**src/rtl/interval_seq_pkg.sv**
```systemverilog
// Shared types for the interval sequencer: the FSM state encoding used by the
// design and by anything that observes its debug state output.
package interval_seq_pkg;

  typedef enum logic [1:0] {
    ST_IDLE = 2'd0,
    ST_RUN  = 2'd1,
    ST_GAP  = 2'd2
  } state_t;

endpackage

```
**src/rtl/interval_sequencer_if.sv**
```systemverilog
// Timer enable/done link between the sequencer (master) and one timer (slave).
// Handshake: the master holds timer_en high to let the timer count; the timer
// holds timer_done high while its count sits at its limit; dropping timer_en
// clears the timer, and done is only meaningful while timer_en is high.
interface interval_sequencer_if;
  logic timer_en;
  logic timer_done;

  modport master (output timer_en, input timer_done);
  modport slave  (input timer_en, output timer_done);
endinterface

```
**src/rtl/interval_sequencer.sv**
```systemverilog
// Runs an attached timer for a programmable number of back-to-back intervals,
// re-arming it between intervals and flagging a timer that never reports done.
module interval_sequencer
  import interval_seq_pkg::*;
#(
  parameter int CNT_W    = 8,
  parameter int GAP      = 1,
  parameter int MAX_WAIT = 1023
) (
  input  logic                    clk,
  input  logic                    rst_n,
  input  logic                    start,
  input  logic [CNT_W-1:0]        n_intervals,
  input  logic                    abort,
  interval_sequencer_if.master    tmr,
  output logic                    busy,
  output logic                    tick,
  output logic                    finished,
  output logic [CNT_W-1:0]        intervals_done,
  output logic                    err,
  output state_t                  state_dbg
);

  localparam int GAP_W  = (GAP > 1) ? $clog2(GAP) : 1;
  localparam int WAIT_W = (MAX_WAIT > 1) ? $clog2(MAX_WAIT) : 1;

  state_t              state_q;
  state_t              state_d;
  logic [CNT_W-1:0]    n_q;
  logic [GAP_W-1:0]    gap_cnt;
  logic [WAIT_W-1:0]   wait_cnt;
  logic [CNT_W-1:0]    done_inc;
  logic                last_interval;
  logic                accept;
  logic                done_ev;
  logic                expire_ev;
  logic                timer_en_c;

  // Event decode: abort outranks done, and done outranks watchdog expiry.
  assign accept        = (state_q == ST_IDLE) && start;
  assign done_inc      = intervals_done + CNT_W'(1);
  assign last_interval = (done_inc == n_q);
  assign done_ev       = (state_q == ST_RUN) && !abort && tmr.timer_done;
  assign expire_ev     = (state_q == ST_RUN) && !abort && !tmr.timer_done &&
                         (wait_cnt == WAIT_W'(MAX_WAIT - 1));

  always_ff @(posedge clk or negedge rst_n) begin
    if (!rst_n) state_q <= ST_IDLE;
    else        state_q <= state_d;
  end

  always_comb begin
    state_d = state_q;
    case (state_q)
      ST_IDLE: if (start && (n_intervals != '0)) state_d = ST_RUN;
      ST_RUN: begin
        if (abort)                 state_d = ST_IDLE;
        else if (tmr.timer_done)   state_d = last_interval ? ST_IDLE : ST_GAP;
        else if (expire_ev)        state_d = ST_IDLE;
      end
      ST_GAP: begin
        if (abort)                 state_d = ST_IDLE;
        else if (gap_cnt == '0)    state_d = ST_RUN;
      end
      default:                     state_d = ST_IDLE;
    endcase
  end

  always_comb begin
    timer_en_c = (state_q == ST_RUN);
    busy       = (state_q != ST_IDLE);
    state_dbg  = state_q;
  end

  assign tmr.timer_en = timer_en_c;

  always_ff @(posedge clk or negedge rst_n) begin
    if (!rst_n) begin
      n_q            <= '0;
      intervals_done <= '0;
      tick           <= 1'b0;
      finished       <= 1'b0;
      err            <= 1'b0;
      gap_cnt        <= '0;
      wait_cnt       <= '0;
    end else begin
      tick     <= done_ev;
      finished <= (accept && (n_intervals == '0)) || (done_ev && last_interval);

      if (accept) begin
        n_q            <= n_intervals;
        intervals_done <= '0;
        err            <= 1'b0;
      end else begin
        if (done_ev)   intervals_done <= done_inc;
        if (expire_ev) err            <= 1'b1;
      end

      // Wait counter restarts on every entry into RUN, whether from IDLE or GAP.
      if ((state_d == ST_RUN) && (state_q != ST_RUN))
        wait_cnt <= '0;
      else if ((state_q == ST_RUN) && !tmr.timer_done)
        wait_cnt <= wait_cnt + WAIT_W'(1);

      if (done_ev)
        gap_cnt <= GAP_W'(GAP - 1);
      else if ((state_q == ST_GAP) && (gap_cnt != '0))
        gap_cnt <= gap_cnt - GAP_W'(1);
    end
  end

endmodule

```
**src/flat_wrapper.sv**
```systemverilog
// flat-port wrapper written by rule: the top's interface ports become plain ports
module interval_sequencer_flat import interval_seq_pkg::*;
#(
  parameter int CNT_W    = 8,
  parameter int GAP      = 1,
  parameter int MAX_WAIT = 1023
)
  (clk, rst_n, start, n_intervals, abort, busy, tick, finished, intervals_done, err, state_dbg, tmr_timer_en, tmr_timer_done);
  interval_sequencer_if tmr_i ();
  input  logic clk;
  input  logic rst_n;
  input  logic start;
  input  logic [CNT_W-1:0] n_intervals;
  input  logic abort;
  output logic busy;
  output logic tick;
  output logic finished;
  output logic [CNT_W-1:0] intervals_done;
  output logic err;
  output state_t state_dbg;
  output wire logic [$bits(tmr_i.timer_en)-1:0] tmr_timer_en;
  input wire logic [$bits(tmr_i.timer_done)-1:0] tmr_timer_done;
  assign tmr_timer_en = tmr_i.timer_en;
  assign tmr_i.timer_done = tmr_timer_done;
  interval_sequencer #(.CNT_W(CNT_W), .GAP(GAP), .MAX_WAIT(MAX_WAIT)) u_core (.clk(clk), .rst_n(rst_n), .start(start), .n_intervals(n_intervals), .abort(abort), .tmr(tmr_i), .busy(busy), .tick(tick), .finished(finished), .intervals_done(intervals_done), .err(err), .state_dbg(state_dbg));
endmodule
```
**config.mk**
```make
export PLATFORM = sky130hd
export DESIGN_NAME = interval_sequencer_flat
export DESIGN_NICKNAME = d
export VERILOG_FILES = /design/src/rtl/interval_seq_pkg.sv /design/src/rtl/interval_sequencer_if.sv /design/src/rtl/interval_sequencer.sv /design/src/flat_wrapper.sv
export SDC_FILE = /design/constraint.sdc
export NUM_CORES = 1
export LEC_CHECK = 0
export BUFFER_PORTS_ARGS = -buffer_cell sky130_fd_sc_hd__buf_4
export CORE_MARGIN = 4
export CORE_UTILIZATION = 55
export CTS_CLUSTER_DIAMETER = 150
export DETAILED_ROUTE_END_ITERATION = 12
export PLACE_DENSITY = 0.88
export SLEW_MARGIN = 20
export SYNTH_ARGS = -nofsm -noshare
export SYNTH_HDL_FRONTEND = slang
export SYNTH_SLANG_ARGS = --single-unit
```
**constraint.sdc**
```tcl
create_clock -name clk -period 2.3 [get_ports clk]
set_input_delay 0.345 -clock clk [delete_from_list [all_inputs] [get_ports clk]]
set_output_delay 0.345 -clock clk [all_outputs]
set_load 0.01 [all_outputs]
```
# Word-level counts from Yosys, hierarchy flattened
# Index checks and enable logic that the tools add are counted.
# Widths: inputs -> output; s select.
dict set report word_totals {
  reg_bits 32
  in_bits 13
  elab_cells 55
}
dict set report classes {
  add_sub_neg 3
  n_eq_ne 6
  n_mux 16
  n_reduce_logical 22
}
# operator n
set op_table {}
lappend op_table {{$mux 10} 2}
lappend op_table {{$mux 8} 2}
lappend op_table {{$mux 2} 7}
lappend op_table {{$logic_and 1x1->1} 11}
lappend op_table {{$add 10x1->10 const B} 1}
lappend op_table {{$eq 10x10->1 const B} 1}
lappend op_table {{$reduce_bool 2->1} 5}
lappend op_table {{$add 8x1->8 const B} 1}
lappend op_table {{$eq 8x8->1} 1}
lappend op_table {{$logic_not 8->1} 1}
lappend op_table {{$reduce_bool 8->1} 1}
lappend op_table {{$pmux 2 s3} 1}
lappend op_table {{$eq 2x1->1 const B} 2}
lappend op_table {{$mux 1} 4}
lappend op_table {{$eq 2x2->1 const B} 1}
lappend op_table {{$logic_not 1->1} 2}
lappend op_table {{$logic_not 2->1} 1}
lappend op_table {{$ne 2x1->1 const B} 1}
lappend op_table {{$logic_or 1x1->1} 1}
lappend op_table {{$sub 1x1->1 const B} 1}

# Logic depth before layout (Yosys ltp)
dict set report depth {
  ltp_word 11
  mapped_depth 7
  depth_no_buf 7
}

# Least setup slack after synthesis
# No wires, ideal clock.
dict set report synth_timing {
  path_type {flip-flop to flip-flop}
  from {register u_core.intervals_done[0]}
  to {register u_core.state_q[1] (netlist: u_core.state_dbg[1])}
  setup_time_ns 0.119
  arrival_ns 1.889
  t_required_ns 2.181
  setup_slack_ns 0.292
  stages_incl_launch_ff 7
  n_path_buf 0
  period_less_slack_ns 2.008
  path_cell_list {dfrtp_1 -> ha_1 -> nand3_2 -> or3_4 -> a2111oi_4 -> o2111ai_1 -> and2_1}
}
dict set report synth_via {
  elab_chain_len 6
}
# item line_no
set synth_lines {}
lappend synth_lines {{from (decl)} interval_sequencer.sv:19} ;# output logic [CNT_W-1:0] intervals_done,
lappend synth_lines {{from (signal assigned)} interval_sequencer.sv:95} ;# if (done_ev) intervals_done <= done_inc;
lappend synth_lines {{$add 8x1->8} interval_sequencer.sv:41} ;# assign done_inc = intervals_done + CNT_W'(1);
lappend synth_lines {{$eq 8x8->1} interval_sequencer.sv:42} ;# assign last_interval = (done_inc == n_q);
lappend synth_lines {{$mux 2 (2 in a row)} interval_sequencer.sv:58} ;# else if (tmr.timer_done) state_d = last_interval ? ST_IDLE : ST_GAP;
lappend synth_lines {{$mux 2} interval_sequencer.sv:57} ;# if (abort) state_d = ST_IDLE;
lappend synth_lines {{$pmux 2 s3} interval_sequencer.sv:54} ;# case (state_q)
lappend synth_lines {{via u_core.state_d[1]} interval_sequencer.sv:28} ;# state_t state_d;
lappend synth_lines {{to (signal assigned)} interval_sequencer.sv:49} ;# else state_q <= state_d;
lappend synth_lines {{to (decl)} interval_sequencer.sv:27} ;# state_t state_q;
# The timed path passes the listed nets, and every way through them passes these cells.
# A chain may end at the register's enable or synchronous reset.

# Final worst setup path
# Ends and elaborated chain as after synthesis.

==> parameters.txt <==
Parameter                              Value

Outcome
  Status ... completed

STA
  Final Max Slew Viols ... 0
  Final Hold Violating Endpoints ... 0
  Worst Skew ... 0.004382 ns
  Highest attainable clock frequency ... 467.6 MHz
  Unrepaired setup endpoints after global routing ... false
  Final-report setup violation count ... 0
  Worst slew margin relative to its limit ... 53.49%
  Post-route minimum period ... 2.139 ns
  Slew at the pin closest to its max-slew limit ... just under 0.7 ns
  Share of the clock period used by the worst path after layout ... between 90 and 100%
  Setup TNS Final ... 0 ns

Worst setup path
  Startpoint-to-endpoint class of the critical path ... reg -> reg
  CP required ... 2.54 ns
  Crit path buffers/inverters ... 0
  Top fanout value on the critical path ... 8
  CP top delay family ... simple AND/OR/NAND/NOR gates
  Crit. End Element ... register
  Delay of the slowest cell on the worst path ... 0.48 ns
  Crit-path slowest cell ... sky130_fd_sc_hd__dfrtp_1
  Arrival time at the worst endpoint ... 2.38 ns
  Worst-path cell chain ... ha_1 -> nand3_2 -> or3_4 -> a2111oi_4 -> o2111ai_1 -> and2_1
  Critical path startpoint category ... register

Clock tree
  CTS clk-pin slew, worst paths ... roughly 0.10 ns
  Clock tree from TritonCTS ... done
  Max Buffers Root-to-Sink ... 2
  Gates resized, CTS repair ... 0
  Clock sink count ... 32
  CTS H-Tree Depth ... 2
  Cell at the root of the clock tree ... sky130_fd_sc_hd__clkbuf_4
  Source-to-sink clock delay at the later pin of the worst-skew pair ... 0.34 ns
  Buffer count from post-CTS setup fixing ... 0
  Clock buffer count from CTS ... 5

Placed design
  Placer congestion estimate ... 0.8528
  Final HPWL from detailed placement ... 2557 um
  Buffers added on ports ... 27

Pwr
  Power density normalized to cell area ... 733.9 nW/um^2
  IR drop worst, VDD ... approximately 0.44 mV
  Leakage power summed over all cells ... approximately 0.00099 uW

Synth
  Syn_nets ... 205
  Synthesis-stage register bit count ... 32
  Post-synthesis area per instance ... 9.162 sq um
  Portion of synthesized cell area occupied by the leading cell type ... 46.24%
  Top post-synthesis cells by area ... sky130_fd_sc_hd__dfrtp_1, sky130_fd_sc_hd__nand2_1, sky130_fd_sc_hd__xor2_1
  FFs w/ async S/R, synth ... 100.0%
  Count of warnings emitted by yosys ... 0
  Synth unique cells ... 41
  Post-synthesis cell type with the largest combined area ... sky130_fd_sc_hd__dfrtp_1
  Cell count after synthesis ... 189
  Area of the mapped netlist ... roughly 1700 sq um
  Sequential area share after synthesis ... a little under half
  Number of enable-type register cells in the synthesized netlist ... 0
  Most used flip-flop cell after synthesis ... sky130_fd_sc_hd__dfrtp_1

Hold path
  Hold crit path type ... in -> reg

Final layout
  Commonest non-fill, non-tap cell in the layout ... sky130_fd_sc_hd__nand2_1
  Leading cell types in the layout, fill and taps excluded ... sky130_fd_sc_hd__nand2_1, sky130_fd_sc_hd__dfrtp_1, sky130_fd_sc_hd__buf_4
  Ant. Diodes ... 0
  Area growth, synth to finish ... 18.64%
  Final standard cell utilization of the core ... between 60% and 70%
  Number of nets in the layout ... 236
  Share of cells above drive strength 1 ... 19.46%

GRT
  Antenna violations before repair ... 0
  Overflow left after global routing ... 0
  First-pass GRT wire length ... 6265 um
  Vias in the first global route ... 1397
  Total global-route track usage ... 19.75%
  Largest net degree at the start of global routing ... 33

Floorplan
  DIE AREA ... 4110 sq um
  Starting density of the core ... ~57%
  Boundary Pins ... 28
  Standard cell core area ... 3028 sq um
  Vertical die dimension ... 64.11 um
  Rows ... 20
  Width of the chip ... 64.11 um

Route
  Length of the first detailed-routing pass in iterations ... 6
  Drt first-iter violations ... 136
  Final wirelength ... ~3600 um
  Routed len/inst ... 13.58 um
  DRC errors left ... 0
  Number of vias after detailed routing ... 1427
  Ratio of routed vias to standard cells ... 5.385
  Detail Route Antenna Nets ... 0

Flow run
  Max-cap violations ... 0
[area by class of cell]
cell class              count  area [sq um]
multi-input cells         146         875.8
inverters                   5         18.77
well taps                  44         55.05
fillers                   244         973.4
clock inverters             2         35.03
repair buffers             30         227.7
clock buffers               6         41.29
flip-flops and latches     32         800.8
[through the flow]
step	instances	area (sq um)	worst slack, ns	hold slack [ns]	power (uW)
floorplan	189	1732	0.2915	0.04941	953.8
global placement	256	1968	0.2566	0.3039	1079
detailed placement	256	1968	0.1874	0.2995	1096
CTS	265	2054	0.1870	0.1893	1515
global route	265	2054	0.03903	0.1720	1602
finish	265	2054	0.1615	0.2014	1508
[logic make-up after synthesis]
group           synth area share, %
simple gates                  27.46
flops                         46.24
compound gates                11.78
xor+xnor                      8.598
buf+inv                       3.180
fa+ha+maj                     2.168
mux                          0.5781
[cell usage after synthesis, types with 2 or more instances]
master and number:
sky130_fd_sc_hd__o21ai_0 11, sky130_fd_sc_hd__ha_1 3, sky130_fd_sc_hd__a31oi_1 2, sky130_fd_sc_hd__and3_1 3, sky130_fd_sc_hd__nor3_1 2, sky130_fd_sc_hd__or2_2 2
sky130_fd_sc_hd__nand3b_1 2, sky130_fd_sc_hd__nand2b_1 2, sky130_fd_sc_hd__dfrtp_1 32, sky130_fd_sc_hd__or2b_1 2, sky130_fd_sc_hd__o2111ai_1 2, sky130_fd_sc_hd__xnor2_1 5
sky130_fd_sc_hd__nand2_1 35, sky130_fd_sc_hd__inv_1 5, sky130_fd_sc_hd__a21oi_1 3, sky130_fd_sc_hd__nor2_1 21, sky130_fd_sc_hd__and4_1 3, sky130_fd_sc_hd__nand3_1 10
sky130_fd_sc_hd__o31ai_1 3, sky130_fd_sc_hd__and2_1 4, sky130_fd_sc_hd__nand4_1 2, sky130_fd_sc_hd__buf_2 2, sky130_fd_sc_hd__clkbuf_1 2, sky130_fd_sc_hd__nor4_1 3
sky130_fd_sc_hd__xor2_1 12
[path summary, 6_finish.rpt]
path	slack, ns	cells past startpoint	endpoint	startpoint
max in group asynchronous	1.54	2	u_core.n_q[0]	rst_n
min in group asynchronous	0.47	2	u_core.wait_cnt[0]	rst_n
worst max register to register	0.16	6	u_core.state_dbg[1]	u_core.intervals_done[0]
worst min register to register	0.52	2	u_core.n_q[7]	u_core.n_q[7]
worst min-delay path	0.20	3	u_core.n_q[3]	n_intervals[3]
worst max-delay path	0.16	6	u_core.state_dbg[1]	u_core.intervals_done[0]
[repair_timing]
| action | in CTS | in global routing |
|---|---|---|
| endpoints found under the hold margin | 32 | 0 |
| setup endpoints to repair | 0 | 0 |
| hold buffers | 1 | 0 |
[state kept, by name, summed over array words and instances, names as in the netlist]
register,count
u_core.wait_cnt,10
u_core.intervals_done,8
u_core.n_q,8
u_core.state_dbg,2
u_core.err,1
u_core.finished,1
u_core.gap_cnt,1
u_core.tick,1
[report_power, final]
group | total [uW] | switching [uW] | internal, uW | leakage (uW)
Sequential | 710 | 80.0 | 630 | 0.000429
Combinational | 381 | 210 | 171 | 0.000517
Clock | 417 | 189 | 228 | 0.0000422
Total | 1510 | 479 | 1030 | 0.000988
[worst min-delay path, cell delays in order]
cell                      delay (ns)
sky130_fd_sc_hd__buf_4          0.09
sky130_fd_sc_hd__nand2_1        0.04
sky130_fd_sc_hd__nand2_1        0.04
[layer usage]
| layer | track usage, % | vias up | part of all wire [%] |
|---|---|---|---|
| met3 | 6.678 | 8 | 5.1 |
| met1 | 25.17 | 661 | 47 |
| met5 | 0 | - | 0 |
| met4 | 7.916 | 0 | 1.8 |
| met2 | 30.84 | 49 | 46 |
| li1 | - | 709 | - |
(Power assumes the default switching activity.)
